===== config.mk =====
export PLATFORM = sky130hd
export DESIGN_NAME = std_divmod_pipe
export DESIGN_NICKNAME = d
export VERILOG_FILES = /design/src/rtl/std_divmod_pipe.sv
export SDC_FILE = /design/constraint.sdc
export NUM_CORES = 1
export LEC_CHECK = 0
export BUFFER_PORTS_ARGS = -buffer_cell sky130_fd_sc_hd__buf_2
export CAP_MARGIN = 20
export CORE_ASPECT_RATIO = 0.6
export CORE_MARGIN = 5
export CORE_UTILIZATION = 45
export CTS_BUF_LIST = sky130_fd_sc_hd__clkbuf_8 sky130_fd_sc_hd__clkbuf_16
export DETAILED_ROUTE_END_ITERATION = 8
export REMOVE_ABC_BUFFERS = 1
export SYNTH_ARGS = -nofsm -noshare
export SYNTH_HDL_FRONTEND = slang
export SYNTH_SLANG_ARGS = --single-unit

===== constraint.sdc =====
create_clock -name clk -period 3.36 [get_ports clk]
set_input_delay 0.672 -clock clk [delete_from_list [all_inputs] [get_ports clk]]
set_output_delay 0.672 -clock clk [all_outputs]
set_load 0.005 [all_outputs]

===== src/rtl/std_divmod_pipe.sv =====
// std_divmod_pipe: iterative restoring divider producing quotient and remainder together,
// under Calyx go/done handshake. SIGNED selects unsigned or two's-complement (truncating)
// semantics. Divide-by-zero, signed overflow (MIN / -1) and zero dividend are resolved in
// the start cycle; all other operands take WIDTH iteration cycles.
//
// Ports:
//   clk           clock, rising edge
//   reset_n       asynchronous active-low reset
//   go            start request, held high until done is seen; dropping it in RUN aborts
//   left, right   dividend and divisor, sampled only in the start cycle
//   out_quotient  registered quotient
//   out_remainder registered remainder (carries the dividend's sign in signed mode)
//   div_by_zero   registered flag, updated at every completion
//   done          one-cycle completion pulse
module std_divmod_pipe #(
   parameter int unsigned WIDTH  = 32,
   parameter int unsigned SIGNED = 0
) (
   input  logic             clk,
   input  logic             reset_n,
   input  logic             go,
   input  logic [WIDTH-1:0] left,
   input  logic [WIDTH-1:0] right,
   output logic [WIDTH-1:0] out_quotient,
   output logic [WIDTH-1:0] out_remainder,
   output logic             div_by_zero,
   output logic             done
);

   localparam int unsigned W = WIDTH;

   typedef enum logic [1:0] {StIdle, StRun, StDone, StHold} state_e;

   state_e           state_q, state_d;
   logic [W-1:0]     dividend_q, dividend_d;
   logic [2*W-2:0]   divisor_q, divisor_d;
   logic [W-1:0]     mask_q, mask_d;
   logic [W-1:0]     quot_q, quot_d;
   logic             sign_q_q, sign_q_d;
   logic             sign_r_q, sign_r_d;
   logic [W-1:0]     oq_q, oq_d;
   logic [W-1:0]     or_q, or_d;
   logic             dbz_q, dbz_d;

   logic             left_neg, right_neg;
   logic [W-1:0]     left_mag, right_mag;
   logic             sub_ok;
   logic [W-1:0]     step_rem, step_quot;

   always_comb begin
      // Magnitudes in WIDTH-bit unsigned form; MIN maps onto itself, which is its magnitude.
      left_neg  = (SIGNED != 0) && left[W-1];
      right_neg = (SIGNED != 0) && right[W-1];
      left_mag  = left_neg  ? (-left)  : left;
      right_mag = right_neg ? (-right) : right;

      // One restoring step; when sub_ok the divisor fits in the low W bits.
      sub_ok    = (divisor_q <= {{(W-1){1'b0}}, dividend_q});
      step_rem  = sub_ok ? (dividend_q - divisor_q[W-1:0]) : dividend_q;
      step_quot = sub_ok ? (quot_q | mask_q) : quot_q;

      state_d    = state_q;
      dividend_d = dividend_q;
      divisor_d  = divisor_q;
      mask_d     = mask_q;
      quot_d     = quot_q;
      sign_q_d   = sign_q_q;
      sign_r_d   = sign_r_q;
      oq_d       = oq_q;
      or_d       = or_q;
      dbz_d      = dbz_q;

      unique case (state_q)
         StIdle: begin
            if (go) begin
               sign_q_d   = left_neg ^ right_neg;
               sign_r_d   = left_neg;
               dividend_d = left_mag;
               divisor_d  = {right_mag, {(W-1){1'b0}}};
               mask_d     = {1'b1, {(W-1){1'b0}}};
               quot_d     = '0;
               if (right == '0) begin
                  oq_d    = '1;
                  or_d    = left;
                  dbz_d   = 1'b1;
                  state_d = StDone;
               end else if (left == '0) begin
                  oq_d    = '0;
                  or_d    = '0;
                  dbz_d   = 1'b0;
                  state_d = StDone;
               end else if ((SIGNED != 0) && (left == {1'b1, {(W-1){1'b0}}})
                            && (right == '1)) begin
                  // MIN / -1 overflows; wrap to MIN like WIDTH-bit two's-complement.
                  oq_d    = left;
                  or_d    = '0;
                  dbz_d   = 1'b0;
                  state_d = StDone;
               end else begin
                  state_d = StRun;
               end
            end
         end
         StRun: begin
            if (!go) begin
               state_d = StIdle;
            end else begin
               dividend_d = step_rem;
               quot_d     = step_quot;
               divisor_d  = divisor_q >> 1;
               mask_d     = mask_q >> 1;
               if (mask_q[0]) begin
                  oq_d    = sign_q_q ? (-step_quot) : step_quot;
                  or_d    = sign_r_q ? (-step_rem) : step_rem;
                  dbz_d   = 1'b0;
                  state_d = StDone;
               end
            end
         end
         StDone: state_d = StHold;
         StHold: begin
            if (!go) state_d = StIdle;
         end
         default: state_d = StIdle;
      endcase
   end

   always_ff @(posedge clk or negedge reset_n) begin
      if (!reset_n) begin
         state_q    <= StIdle;
         dividend_q <= '0;
         divisor_q  <= '0;
         mask_q     <= '0;
         quot_q     <= '0;
         sign_q_q   <= 1'b0;
         sign_r_q   <= 1'b0;
         oq_q       <= '0;
         or_q       <= '0;
         dbz_q      <= 1'b0;
      end else begin
         state_q    <= state_d;
         dividend_q <= dividend_d;
         divisor_q  <= divisor_d;
         mask_q     <= mask_d;
         quot_q     <= quot_d;
         sign_q_q   <= sign_q_d;
         sign_r_q   <= sign_r_d;
         oq_q       <= oq_d;
         or_q       <= or_d;
         dbz_q      <= dbz_d;
      end
   end

   assign out_quotient  = oq_q;
   assign out_remainder = or_q;
   assign div_by_zero   = dbz_q;
   assign done          = (state_q == StDone);

endmodule


== After elaboration in Yosys (flattened, before gate mapping) ==
Index checks and enable logic that the tools add are counted.
Storage, ports and cells
  register bits after elaboration: 226
  bits of input ports: 67
  output and inout bits: 66
Operators by class
  $add $sub $neg: 1
  $lt $le $gt $ge: 1
  equal/unequal tests: 9
  multiplexer cells: 38
  bitwise gates (word level): 1
  reductions and logical operators: 7
Operator list (count)
  2-to-1 mux 32 bit: 17
  one-hot mux 32 bit (2 select lines): 5
  2-to-1 mux 63 bit: 2
  one-hot mux 63 bit (2 select lines): 1
  logical NOT 32 bit: 2
  less-or-equal comparator 63 x 32 -> 1 bit: 1
  bitwise OR 32 bit: 1
  subtractor 32 bit: 1
  2-to-1 mux 2 bit: 6
  inequality test 2 bit, second input constant: 4
  one-hot mux 2 bit (4 select lines): 1
  inequality test 3 bit, second input constant: 2
  AND reduction 3 bit: 2
  2-to-1 mux 1 bit: 5
  AND reduction 5 bit: 1
  == test 2 bit, second input constant: 2
  == test 2 x 1 -> 1 bit, second input constant: 1
  logical NOT 2 bit: 1
  one-hot mux 1 bit (2 select lines): 1
  nonzero test 2 bit: 1

== Depth between registers and ports, before layout ==
  depth after elaboration: 5
  mapped depth: 13

== Worst setup path before layout ==
No wires, ideal clock.
  path kind: register -> register
  start point: reg dividend_q[0]
  end point: reg dividend_q[28]
  arrival: 2592 ps
  required time: 3233 ps
  path slack: 641 ps
  stages on the path, launching flop included: 12
  cell sequence: dfrtp_1 -> inv_1 -> ha_1 -> fa_1 -> nand2b_1 -> a21o_1 -> a31oi_1 -> a31o_2 -> a41oi_1 -> xnor2_1 -> a222oi_1 -> inv_1
Between the ends
  cells in the longest elaborated chain, start to end: 4
  elaborated cells on any way between the ends: 5
  those cells by class: add/sub (1); order compare (1); mux (3)
RTL lines
  start: declaration: line 35  | logic [W-1:0] dividend_q, dividend_d;
  start signal: assignment: line 142  | dividend_q <= dividend_d;
  less-or-equal comparator 63 x 32 -> 1 bit or subtractor 32 bit (tied branches): line 58, 59
  2-to-1 mux 32 bit (*): line 59  | step_rem = sub_ok ? (dividend_q - divisor_q[W-1:0]) : dividend_q;
  2-to-1 mux 32 bit (*): line 105  | if (!go) begin
  one-hot mux 32 bit (2 select lines) (*): line 73  | unique case (state_q)
Every way passes the cells marked *; elsewhere a longest branch is shown, timed or not. The select of a mux whose other input is x is not followed.
A chain may end at the register's enable or synchronous reset.

== Worst setup path in the final report ==
  start point: reg dividend_q[29]
  end point: reg dividend_q[17]
Between the ends
  cells in the longest elaborated chain, start to end: 4
RTL lines
  less-or-equal comparator 63 x 32 -> 1 bit: line 58  | sub_ok = (divisor_q <= {{(W-1){1'b0}}, dividend_q});
  2-to-1 mux 32 bit: line 59
  2-to-1 mux 32 bit: line 105
  one-hot mux 32 bit (2 select lines): line 73
No other way between the ends. The select of a mux whose other input is x is not followed.

==> results by group <==
Outcome
  – Status: completed

CTS
  – CTS clk-pin slew, worst paths: 70 ps
  – CTS tree: yes
  – Clock Tree Buf Depth: 3
  – Clk Latency, worst-skew pair: 530 ps
  – Htree depth: 1
  – Clk Tree Root Cell: clkbuf_16
  – Num CTS Buffers: 23
  – # hold bufs at CTS: 0
  – CTS Sinks: 226

Timing
  – Final setup fails: 0
  – Tcrit/Tclk final: 97.86%
  – Slew @ Worst Pin: 733.7 ps
  – RSZ-0062 raised after global routing: false
  – Clock skew: 15.43 ps
  – Count of pins over their slew limit: 0
  – Fmax: 304.1 MHz
  – Fin. Hold Viols: 0
  – Hold WS: 148.2 ps
  – Slew HR: 51.09%
  – Final min period: 3288 ps

Critical path
  – CP startpoint kind: flop
  – Worst r2r path cells: 10
  – Worst setup path start: dividend_q[29]
  – Critical path peak fanout: 9
  – Setup Crit Path Kind: reg -> reg
  – Worst EP arrival: 3700 ps
  – Worst path required time: 3770 ps
  – Reg-to-reg startpoint: dividend_q[29]
  – Setup crit end kind: flop

Power and ir drop
  – PwrDens: 928.7 mW/mm^2
  – Total power: 13.36 mW
  – Peak supply drop: 0.4382 mV
  – P_leak: 6.674 nW

Placement
  – GPL Wtd Cong: 0.9580
  – Cell Area, Placed: 0.01361 mm^2
  – Buffers on Ports: 132
  – DP HPWL: 27240 um

Synth
  – Seq/Total Area, Yosys: 46.03%
  – Compound-gate portion of the synthesized area: 23.56%
  – Adder-cell share of the synthesized area: 6.579%
  – Cell taking the most area after synthesis: dfrtp_1
  – Cell Area, Synth: 0.01229 mm^2
  – Post-synthesis mux area share: 1.986%
  – Post-synth EDFFs: 0
  – Synth async-reset ratio: 100.0%
  – Synth top area share: 46.03%
  – Warnings, synthesis: 0
  – Cells after Synth: 1350
  – Yosys cell types: 60
  – Mapped Avg Cell Area: 9.100 um^2
  – Top area cells in the synthesized netlist: dfrtp_1, ha_1, nand2_1
  – FF+latch count, synth: 226
  – Post-Synth Simple-Gate Area: 14.54%
  – Post-synthesis xor/xnor area fraction: 1.711%
  – Synth Flop Type: dfrtp_1
  – Most frequent cell after synthesis: dfrtp_1
  – Most instantiated cells after synthesis: dfrtp_1, nand2_1, nor2_1, a21oi_1, inv_1
  – Largest family of logic cells by synthesized area: compound AO/OA/AOI/OAI gates

Floorplan
  – # rows: 46
  – Die width: 223.3 um
  – Starting Density: 46.10%
  – Die area: 0.03081 mm^2
  – Boundary Pins: 133
  – Die Height: 138.0 um
  – Core area: 0.02665 mm^2

Detailed routing
  – DRC: 0
  – Routed Antenna Nets: 0
  – Detailed Routing Iterations Pass 1: 8
  – Wirelength per Cell: 20.70 um
  – Mean number of vias per cell: 5.944
  – Via count: 10.99k
  – Initial DRC Count: 1161
  – Routed wire length: 38260 um

Min path
  – Worst hold path class: in -> async

Global route
  – Gr usage total: 24.50%
  – Remaining Overflow, GRT: 0
  – Vias in the first global route: 10.44k
  – Largest net degree at the start of global routing: 108
  – First-pass GRT wire length: 60400 um
  – Initial antenna violation count: 2

Final layout
  – Area Overhead vs Synth: 17.12%
  – # nets final: 1606
  – Final instance area: 0.01439 mm^2
  – Share of layout cells above drive strength 1: 16.88%

Run
  – Max-cap violations: 0
## repair_timing
action | in CTS | in global routing
resized for setup | 0 | 5
endpoints found under the setup margin | 0 | 25
buffers inserted | 0 | 1
## flip-flops by register name (all words and copies together) (netlist names)
name	cells
quot_q	32
state_q	2
divisor_q	63
out_remainder	32
div_by_zero	1
out_quotient	32
mask_q	32
dividend_q	32
## final timing paths
| check | to | slack, ps |
|---|---|---|
| max reg2reg | dividend_q[17] | 70 |
| max in group asynchronous | out_quotient[21] | 2340 |
| max | dividend_q[17] | 70 |
| min reg2reg | quot_q[0] | 480 |
| min in group clk | dividend_q[18] | 410 |
| min | out_remainder[20] | 150 |
## worst max-delay path, stage by stage (launching register included)
cell and delay (ps):
dfrtp_1 420, inv_1 100, ha_1 430, a21oi_1 220, nand3_1 110, o211ai_1 290
o211ai_1 190, o21ai_4 410, and2_1 500, nand2_1 200, o211ai_1 310
## layout by cell type, fill, tap and decap left out, types with 14 or more instances in the layout
master and n:
a21oi_1 124, a21o_1 20, o22ai_1 37, a221oi_1 17, o21ai_0 53, clkbuf_16 23
nand3_1 14, nor2_1 123, inv_1 76, a31oi_1 42, xor2_1 16, ha_1 62
nand2_1 172, mux2i_1 21, buf_4 58, a22o_1 63, nor4_1 24, dfrtp_1 226
a221o_1 14, buf_2 131, nand4_1 24
## per-layer routing
metal / GRT usage, % / part of all wire [%] / vias to the layer above
met5: 0 / 0 / -
met2: 33.01 / 39 / 452
li1: - / - / 5097
met3: 6.220 / 9.0 / 51
met1: 39.64 / 51 / 5385
met4: 3.842 / 1.5 / 0
## stage by stage
stage / TNS, ps / setup slack [ps] / util (%) / cells
3_3_place_gp: -837.9 / -91.14 / 51.08 / 1809
6_report: 0 / 71.95 / 54.00 / 1848
5_1_grt: 0 / 0.3944 / 54.00 / 1848
2_1_floorplan: -571760 / -5281 / - / 1253
4_1_cts: 0 / 206.7 / 53.88 / 1846
3_5_place_dp: -2304 / -129.0 / 51.08 / 1809
## cell families (layout without fill, tap and decap cells)
group           after synthesis  count (layout)
simple gates                406             406
fa+ha+maj                    64              64
xor+xnor                     24              24
other cells                   0               1
buf+inv                     171             308
flops                       226             226
compound gates              435             435
mux                          24              24
## layout make-up
type                            instances  area [um^2]
Antenna cell                            1        2.502
Sequential cell                       226         5655
Inverter                               74        277.8
Timing Repair Buffer                  197         1246
Clock inverter                          8        87.58
Multi-Input combinational cell        953         6011
Tap cell                              360        450.4
Clock buffer                           29        658.1
Fill cell                            2501        12260
## report_power, final
group | switching (mW) | total [mW] | internal, mW
clock network | 1.08 | 2.60 | 1.52
registers | 0.568 | 4.02 | 3.45
logic | 4.18 | 6.75 | 2.57
Note: power is estimated with default switching activity, not from simulation.
